==> config.mk <==
export PLATFORM = sky130hd
export DESIGN_NAME = shift_arbiter
export DESIGN_NICKNAME = d
export VERILOG_FILES = /design/src/rtl/shift_arbiter.sv
export SDC_FILE = /design/constraint.sdc
export NUM_CORES = 1
export LEC_CHECK = 0
export CAP_MARGIN = 0
export CORE_UTILIZATION = 43
export CTS_BUF_LIST = sky130_fd_sc_hd__clkbuf_4 sky130_fd_sc_hd__clkbuf_8
export CTS_CLUSTER_SIZE = 10
export DETAILED_ROUTE_END_ITERATION = 8
export GPL_ROUTABILITY_DRIVEN = 0
export PLACE_DENSITY = 0.76
export SLEW_MARGIN = 40
export SYNTH_ARGS = -nofsm -noshare
export SYNTH_HDL_FRONTEND = slang
export SYNTH_SLANG_ARGS = --single-unit
==> constraint.sdc <==
create_clock -name clock -period 4.1 [get_ports clock]
set_input_delay 0.82 -clock clock [delete_from_list [all_inputs] [get_ports clock]]
set_output_delay 0.82 -clock clock [all_outputs]
set_load 0.05 [all_outputs]
==> src/rtl/shift_arbiter.sv <==
// Round-robin arbiter sharing one 32-bit shifter (SLL, optional SRA) between two
// requesters, with a single registered response slot. SRA unit enabled by SHIFT_ARB_SRA_EN.
module shift_arbiter #(
  parameter int unsigned WIDTH = 32,
  parameter int unsigned SHW   = 5
) (
  input  logic             clock,
  input  logic             reset,
  input  logic             req0_valid,
  output logic             req0_ready,
  input  logic [WIDTH-1:0] req0_data,
  input  logic [SHW-1:0]   req0_shamt,
  input  logic             req0_op,
  input  logic             req1_valid,
  output logic             req1_ready,
  input  logic [WIDTH-1:0] req1_data,
  input  logic [SHW-1:0]   req1_shamt,
  input  logic             req1_op,
  output logic             rsp_valid,
  input  logic             rsp_ready,
  output logic             rsp_id,
  output logic [WIDTH-1:0] rsp_data,
  output logic             busy
);

  typedef enum logic {
    PORT0 = 1'b0,
    PORT1 = 1'b1
  } port_e;

  logic             rsp_valid_q, rsp_valid_d;
  port_e            rsp_id_q, rsp_id_d;
  logic [WIDTH-1:0] rsp_data_q, rsp_data_d;
  port_e            last_grant_q, last_grant_d;

  logic             grant_valid;
  port_e            grant_id;
  logic             slot_free;
  logic             accept;
  logic [WIDTH-1:0] sel_data;
  logic [SHW-1:0]   sel_shamt;
  logic [WIDTH-1:0] sll_res;
  logic [WIDTH-1:0] shift_res;

  always_comb begin
    grant_valid = req0_valid | req1_valid;
    grant_id    = PORT0;
    if (req0_valid && req1_valid) begin
      grant_id = (last_grant_q == PORT0) ? PORT1 : PORT0;
    end else if (req1_valid) begin
      grant_id = PORT1;
    end
  end

  // Ready is gated by reset so nothing is accepted while the block is held in reset.
  always_comb begin
    slot_free  = !rsp_valid_q || rsp_ready;
    req0_ready = reset && grant_valid && (grant_id == PORT0) && slot_free;
    req1_ready = reset && grant_valid && (grant_id == PORT1) && slot_free;
    accept     = (req0_valid && req0_ready) || (req1_valid && req1_ready);
  end

  always_comb begin
    sel_data  = (grant_id == PORT1) ? req1_data  : req0_data;
    sel_shamt = (grant_id == PORT1) ? req1_shamt : req0_shamt;
    sll_res   = sel_data << sel_shamt;
  end

`ifdef SHIFT_ARB_SRA_EN
  logic             sel_op;
  logic [WIDTH-1:0] sra_res;

  always_comb begin
    sel_op    = (grant_id == PORT1) ? req1_op : req0_op;
    sra_res   = $signed(sel_data) >>> sel_shamt;
    shift_res = sel_op ? sra_res : sll_res;
  end
`else
  logic unused_op;

  always_comb begin
    unused_op = req0_op ^ req1_op;
    shift_res = sll_res;
  end
`endif

  always_comb begin
    rsp_valid_d  = rsp_valid_q;
    rsp_id_d     = rsp_id_q;
    rsp_data_d   = rsp_data_q;
    last_grant_d = last_grant_q;
    if (accept) begin
      rsp_valid_d  = 1'b1;
      rsp_id_d     = grant_id;
      rsp_data_d   = shift_res;
      last_grant_d = grant_id;
    end else if (rsp_valid_q && rsp_ready) begin
      rsp_valid_d = 1'b0;
    end
  end

  always_ff @(posedge clock or negedge reset) begin
    if (!reset) begin
      rsp_valid_q  <= 1'b0;
      rsp_id_q     <= PORT0;
      rsp_data_q   <= '0;
      last_grant_q <= PORT1;
    end else begin
      rsp_valid_q  <= rsp_valid_d;
      rsp_id_q     <= rsp_id_d;
      rsp_data_q   <= rsp_data_d;
      last_grant_q <= last_grant_d;
    end
  end

  always_comb begin
    rsp_valid = rsp_valid_q;
    rsp_id    = rsp_id_q;
    rsp_data  = rsp_data_q;
    busy      = rsp_valid_q | req0_valid | req1_valid;
  end

endmodule

# --- Yosys cells after proc, flatten, opt, wreduce, memory -nomap -nowiden ---
# Index checks and enable logic that the tools add are counted.
totals:
  ff_bits: 35
  inputBits: 81
  output_inout_bits: 37
  word_cells: 29
op_classes:
  shifts: 1
  muxes: 7
  bitwise: 4
  n_reduce_logical: 13
op_table:
  columns: ["operator", "n"]
  rows:
  - ["$mux W32", 1]
  - ["$shl A32 B5 Y32", 1]
  - ["$logic_and A1 B1 Y1", 9]
  - ["$mux W1", 5]
  - ["$mux W5", 1]
  - ["$or A1 B1 Y1", 3]
  - ["$logic_or A1 B1 Y1", 2]
  - ["$reduce_bool A2 Y1", 1]
  - ["$logic_not A1 Y1", 1]
  - ["$not A1 Y1", 1]

# --- Longest topological paths before layout ---
# Gate-level depths: netlist of the first run.
logic_depth:
  ltp_word: 8
  mapped_depth: 10
  ltp_nobuf: 6

# --- Worst setup path after synthesis of the first run ---
# No wires, ideal clock.
synth_timing:
  path_type: "input-to-output"
  startpoint: "input port req1_valid"
  endpoint: "output port req0_ready"
  arrival_ns: 2.375
  t_required_ns: 3.280
  slack_ns: 0.905
  cell_stages: 6
  path_buffers: 3
  path_cell_list: "o21ai_0 > nand2b_1 > clkbuf_1 > clkbuf_1 > clkbuf_1 > nor2_1"
synth_via:
  elab_chain_cells: 5
  elab_cells_between_ends: 8
  classes_between: "2 x mux; 2 x bitwise; 4 x reduce/logical"
synth_rtl:
  columns: ["element", "line_no", "text"]
  rows:
  - ["from (decl)", "14", "input logic req1_valid,"]
  - ["$mux W1 / $logic_and A1 B1 Y1 (equally long branches)", "50, 48", null]
  - ["$mux W1", "48", "if (req0_valid && req1_valid) begin"]
  - ["$not A1 Y1", "58", "req0_ready = reset && grant_valid && (grant_id == PORT0) && slot_free;"]
  - ["$logic_and A1 B1 Y1 (*) (2 in a row)", "58", null]
  - ["to (decl)", "10", "output logic req0_ready,"]
# Every way passes the cells marked *; elsewhere a longest branch is shown, timed or not.

# --- Worst setup path after layout of the first run ---
layout_timing:
  startpoint: "input port req0_valid"
  endpoint: "register rsp_data_q[18] (netlist: rsp_data[18])"
layout_via:
  elab_chain_cells: 7
  elab_cells_between_ends: 15
  classes_between: "1 x shift; 3 x mux; 2 x bitwise; 9 x reduce/logical"
layout_rtl:
  columns: ["element", "line_no", "text"]
  rows:
  - ["from (decl)", "9", "input logic req0_valid,"]
  - ["branches (longest 7 deep; another with $mux W32)", null, null]
  - ["to (signal assigned)", "111", "rsp_data_q <= rsp_data_d;"]
  - ["to (decl)", "33", "logic [WIDTH-1:0] rsp_data_q, rsp_data_d;"]
# Several ways; the timed one is not identified.
# A chain may end at the register's enable or synchronous reset.

==> results of run 1 <==
where the power goes:
group	total (mW)	switching (mW)	leakage [nW]	internal (mW)
Clock	0.260	0.120	0.0498	0.140
Combinational	0.990	0.597	1.67	0.392
Sequential	0.463	0.0467	0.452	0.417
sequential cells by signal, indices dropped and copies added, names as in the netlist:
register      count
rsp_valid         1
last_grant_q      1
rsp_data         32
rsp_id            1
layer usage:
metal | wire length [um] | vias to the layer above | track usage, %
li1 | - | 1650 | -
met1 | 4658 | 1697 | 34.01
met2 | 5293 | 182 | 45.89
met3 | 993 | 33 | 6.322
met4 | 312 | 0 | 8.077
met5 | 0 | - | 0
kinds of logic (layout without fill, tap and decap cells):
family	after synthesis	count (layout)	share of synthesized area [%]
AOI/OAI and AO/OA	84	84	18.01
buffers and inverters	30	135	5.261
muxes	134	134	40.29
DFF	35	35	24.75
and+or+nand+nor	96	96	11.69
Yosys cell counts (all sizes together) (3+ instances only):
cell    count
a211o       3
a211oi      4
a21oi       4
a22o        6
a31oi       3
a32oi       3
buf        21
clkbuf      7
dfrtp      34
mux2       23
mux2i     109
nand2      50
nand2b      3
nand3       5
nor2       22
nor2b       3
nor3        6
o211ai      8
o21ai      17
o221ai      7
o22ai       5
area by class of cell:
cell class | instances | area, um2
fill | 712 | 3013
clock buffer | 8 | 91.34
tap | 102 | 127.6
sequential | 35 | 877.1
inverter | 2 | 7.507
timing repair buffer | 125 | 1251
multi-input combinational | 314 | 2480
worst max-delay path, cell delays in order:
cell and delay (ns):
clkdlybuf4s50_1 0.54, a21bo_1 0.38, buf_12 0.28, mux2_2 0.49, nor3_2 0.53, nand2_1 0.19, o221ai_1 0.20, o21bai_1 0.13
through the flow:
step	power, mW	utilization, %	cell area, um2
4_1_cts	1.711	61.58	4832
3_5_place_dp	1.443	60.41	4741
3_3_place_gp	1.431	60.41	4741
5_1_grt	1.796	61.61	4835
6_report	1.713	61.61	4835
2_1_floorplan	1.099	-	3543
worst paths after layout:
kind	from	to	slack (ns)	cells past startpoint
hold reg to reg	rsp_data[12]	rsp_data[12]	0.48	2
setup / recovery	req0_valid	rsp_data[18]	0.74	8
setup reg to reg	last_grant_q	rsp_data[18]	1.26	7
hold / removal	rsp_data[12]	rsp_data[12]	0.48	2
max in group asynchronous	reset	last_grant_q	2.75	2
min in group asynchronous	reset	rsp_data[10]	1.01	2
==> results.sh, run 1 <==
export IMPL_status="completed"
export IMPL_die_area_mm2=0.008607
export IMPL_p_per_area_mw_per_mm2=354.4
export IMPL_skew_ns=0.004253
export IMPL_syn_avg_cell_area_um2=9.349
export IMPL_yosysWarnings=0
export IMPL_tns_ns=0
export IMPL_fin_cells=586
export IMPL_vias=3562
export IMPL_first_iter_violations=359
export IMPL_most_common_layout_cells="111 x clkdlybuf4s50_1, 106 x mux2i_1, 50 x nand2_1, 34 x dfrtp_1, 23 x mux2_2"
export IMPL_max_vdd_ir_drop_uv=257.9
export IMPL_ys_types=55
export IMPL_max_slew_margin_pct=51.69
export IMPL_critPathKind="in -> reg"
export IMPL_clk_pin_slew_worst_paths_ns=0.07
export IMPL_dp_hpwl_um=8712
export IMPL_end_kind="flop"
export IMPL_synthTopCellsByArea="mux2i_1 30%, dfrtp_1 24%, mux2_2 7.3%"
export IMPL_drt_first_pass_iters=6
export IMPL_arrival_ns=3.58
export IMPL_power_leakage_nw=2.171
export IMPL_holdBufCountCts=0
export IMPL_htreeDepth=2
export IMPL_drv_cap=0
export IMPL_rsz0062_at_grt="no"
export IMPL_timing_fmax_ghz=0.2976
export IMPL_antenna_found_initial=0
export IMPL_nets=564
export IMPL_hold_ws_ns=0.4804
export IMPL_wl_um=11260
export IMPL_synth_nets=460
export IMPL_postRouteAntennaNets=0
export IMPL_postSynthCellCount=379
export IMPL_cts_setup_buffers=0
export IMPL_fp_dieH_um=92.78
export IMPL_seq_area_frac_synth_pct=24.75
export IMPL_synthArstFlopShare_pct=100.0
export IMPL_clk_latency_ns=0.29
export IMPL_grt_ovfl_total=0
export IMPL_cp_required_ns=4.32
export IMPL_design_portCount=118
export IMPL_fp_row_count=32
export IMPL_synth_edf_count=0
export IMPL_worst_slew_pin_slew_ns=0.7246
export IMPL_grt_pass1_wl_um=18470
export IMPL_yosys_area_top_type="mux2i_1"
export IMPL_finalHoldViolCount=0
export IMPL_wl_per_cell_um=19.21
export IMPL_numClockSinks=35
export IMPL_start_util_pct=45.15
export IMPL_grt_usage_pct=27.07
export IMPL_cts_tree="done"
export IMPL_dieWidth_um=92.78
export IMPL_finalWorstSetupSlack_ns=0.7393
export IMPL_cts_buffer_depth=2
export IMPL_dp_slack_ns=0.4899
export IMPL_dpl_cell_count=578
export IMPL_final_common_cell="clkdlybuf4s50_1"
export IMPL_period_share_pct=81.97
export IMPL_hold_path_class="reg -> reg"
export IMPL_slew_violations=0
export IMPL_setup_violations_final=0
export IMPL_drc=0
export IMPL_path_max_fanout=34
export IMPL_io_buffers=115
export IMPL_clockRootBuffer="clkbuf_8"
export IMPL_synth_main_ff_cell="dfrtp_1"
export IMPL_drive_gt1_share_pct=11.16
export IMPL_cts_buffers=5
export IMPL_startpoint_type="input pin"
export IMPL_viasPerCell=6.078
export IMPL_min_period_ns=3.361
export IMPL_cts_resized=0
export IMPL_core_mm2=0.007848
export IMPL_synth_top_area_share_pct=29.94
export IMPL_grt_max_degree=36
export IMPL_syn_to_final_growth_pct=36.44
export IMPL_syn_area_mm2=0.003543
export IMPL_ys_ff_latch=35
export IMPL_diodes=0
export IMPL_first_global_vias=3664
No activity file was read; power rests on OpenSTA's default activity.
==> run 2: changes to the inputs <==
clock period = 3.4 ns   (was 4.1 ns; I/O delays follow)
==> run 2 against run 1 <==
  * Sequential share of layout area decreased by 0.21 points
  * Total power rose by 23%
  * Clock skew shrank 0.00059 ns
  * Utilization rose by 0.73 points
  * Highest routed layer unchanged
  * Count of clock-buffer cells in the layout stayed put
  * Via count barely moved
==> results.sh, run 2 (synthesis results as in run 1) <==
export IMPL_rsz0062_at_grt="no"
export IMPL_wl_per_cell_um=18.86
export IMPL_drive_gt1_share_pct=12.24
export IMPL_grt_max_degree=36
export IMPL_most_common_layout_cells="111 x clkdlybuf4s50_1, 106 x mux2i_1, 50 x nand2_1, 34 x dfrtp_1, 23 x mux2_2"
export IMPL_cts_tree="done"
export IMPL_reg2regPathDepth=7
export IMPL_cp_num_buf_inv=2
export IMPL_arrival_ns=3.26
export IMPL_min_period_ns=3.041
export IMPL_antenna_found_initial=0
export IMPL_power_leakage_nw=2.203
export IMPL_p_per_area_mw_per_mm2=429.3
export IMPL_cp_cell_sequence="clkdlybuf4s50_1 -> a21bo_1 -> buf_12 -> mux2_2 -> mux2i_1 -> nor2_1 -> o32ai_1 -> a221o_1"
export IMPL_die_area_mm2=0.008607
export IMPL_drv_cap=0
export IMPL_hold_path_class="reg -> reg"
export IMPL_io_buffers=115
export IMPL_drc=0
export IMPL_fp_dieH_um=92.78
export IMPL_fillers=708
export IMPL_first_global_vias=3551
export IMPL_diodes=0
export IMPL_wl_um=11160
export IMPL_ff_latch_area_um2=877.1
export IMPL_grt_ovfl_total=0
export IMPL_max_slew_margin_pct=54.48
export IMPL_fp_row_count=32
export IMPL_skew_ns=0.003662
export IMPL_postRouteAntennaNets=0
export IMPL_clk_pin_slew_worst_paths_ns=0.07
export IMPL_r2r_end="rsp_data[23]"
export IMPL_dp_hpwl_um=8651
export IMPL_whs_path_depth=1
export IMPL_cts_setup_buffers=0
export IMPL_drt_first_pass_iters=5
export IMPL_holdBufCountCts=0
export IMPL_status="completed"
export IMPL_largest_reg_flops=32
export IMPL_grt_pass1_wl_um=17930
export IMPL_cp_required_ns=3.62
export IMPL_setup_violations_final=0
export IMPL_dieWidth_um=92.78
export IMPL_design_portCount=118
export IMPL_max_vdd_ir_drop_uv=418.7
export IMPL_hold_end="rsp_id"
export IMPL_hold_start="rsp_id"
export IMPL_period_share_pct=89.43
export IMPL_slew_violations=0
export IMPL_worst_slew_pin_slew_ns=0.6829
export IMPL_end_kind="flop"
export IMPL_multi_input_area_mm2=0.002480
export IMPL_grt_usage_pct=26.15
export IMPL_max_stage_delay_ns=0.53
export IMPL_htreeDepth=2
export IMPL_finalHoldViolCount=0
export IMPL_syn_to_final_growth_pct=38.06
export IMPL_cts_buffer_depth=2
export IMPL_finalPower_mw=2.100
export IMPL_regToRegSetupSlack_ns=0.75
export IMPL_clockRootBuffer="clkbuf_8"
export IMPL_r2r_start="last_grant_q"
export IMPL_startpoint_type="input pin"
export IMPL_tns_ns=0
export IMPL_first_iter_violations=375
export IMPL_timing_fmax_ghz=0.3289
export IMPL_viasPerCell=6.015
export IMPL_vias=3561
export IMPL_nets=570
export IMPL_core_mm2=0.007848
export IMPL_critical_path_top_delay_family="compound AO/OA/AOI/OAI gates"
export IMPL_critPathSlowestCell="clkdlybuf4s50_1"
export IMPL_final_common_cell="clkdlybuf4s50_1"
export IMPL_critPathKind="in -> reg"
export IMPL_numClockSinks=35
export IMPL_clk_latency_ns=0.28
export IMPL_cts_resized=0
export IMPL_path_max_fanout=35
export IMPL_cts_buffers=5
export IMPL_start_util_pct=45.15
-- run 2: cell count changes in the layout (fill, tap and decap cells not counted), sizes merged --
cell,change
buf,+6
-- run 2: how the worst max path moves through the flow --
stage	from	endpoint	slack, ns	cells after the start
after floorplan	req1_valid	req0_ready	0.49	6
after global placement	req0_valid	rsp_data[16]	0.16	8
after detailed placement	req0_valid	rsp_data[16]	0.14	8
after CTS	req0_valid	rsp_data[23]	0.43	8
after global routing	req0_valid	rsp_data[30]	0.23	8
final	req0_valid	rsp_data[23]	0.36	8
-- run 2: report_power, final --
| group | internal [mW] | total (mW) | switching (mW) | leakage, nW |
|---|---|---|---|---|
| Clock | 0.193 | 0.345 | 0.152 | 0.0549 |
| Sequential | 0.502 | 0.555 | 0.0528 | 0.452 |
| Combinational | 0.482 | 1.20 | 0.718 | 1.70 |
-- run 2: layout make-up --
type	instances	area share [%]
inverter	2	0.1535
timing repair buffer	131	26.50
sequential	35	17.93
tap	102	2.609
multi-input combinational	314	50.69
clock buffer	8	2.123
-- run 2: stage by stage --
stage	utilization (%)	setup slack (ns)	instance area, um2	instances	hold WS (ns)
after floorplan	-	0.4854	3543	379	0.3844
after global placement	60.99	0.1569	4786	584	0.4691
after detailed placement	60.99	0.1365	4786	584	0.4686
after CTS	62.31	0.4267	4890	592	0.4892
after global routing	62.34	0.2269	4892	592	0.5010
final	62.34	0.3594	4892	592	0.4867
-- run 2: per-layer routing --
layer	share of wire [%]	vias to the layer above	global-route usage, %
met4	2.4	0	6.667
met2	47	190	45.53
met1	43	1678	33.69
met3	7.6	29	3.941
li1	-	1664	-
met5	0	-	0
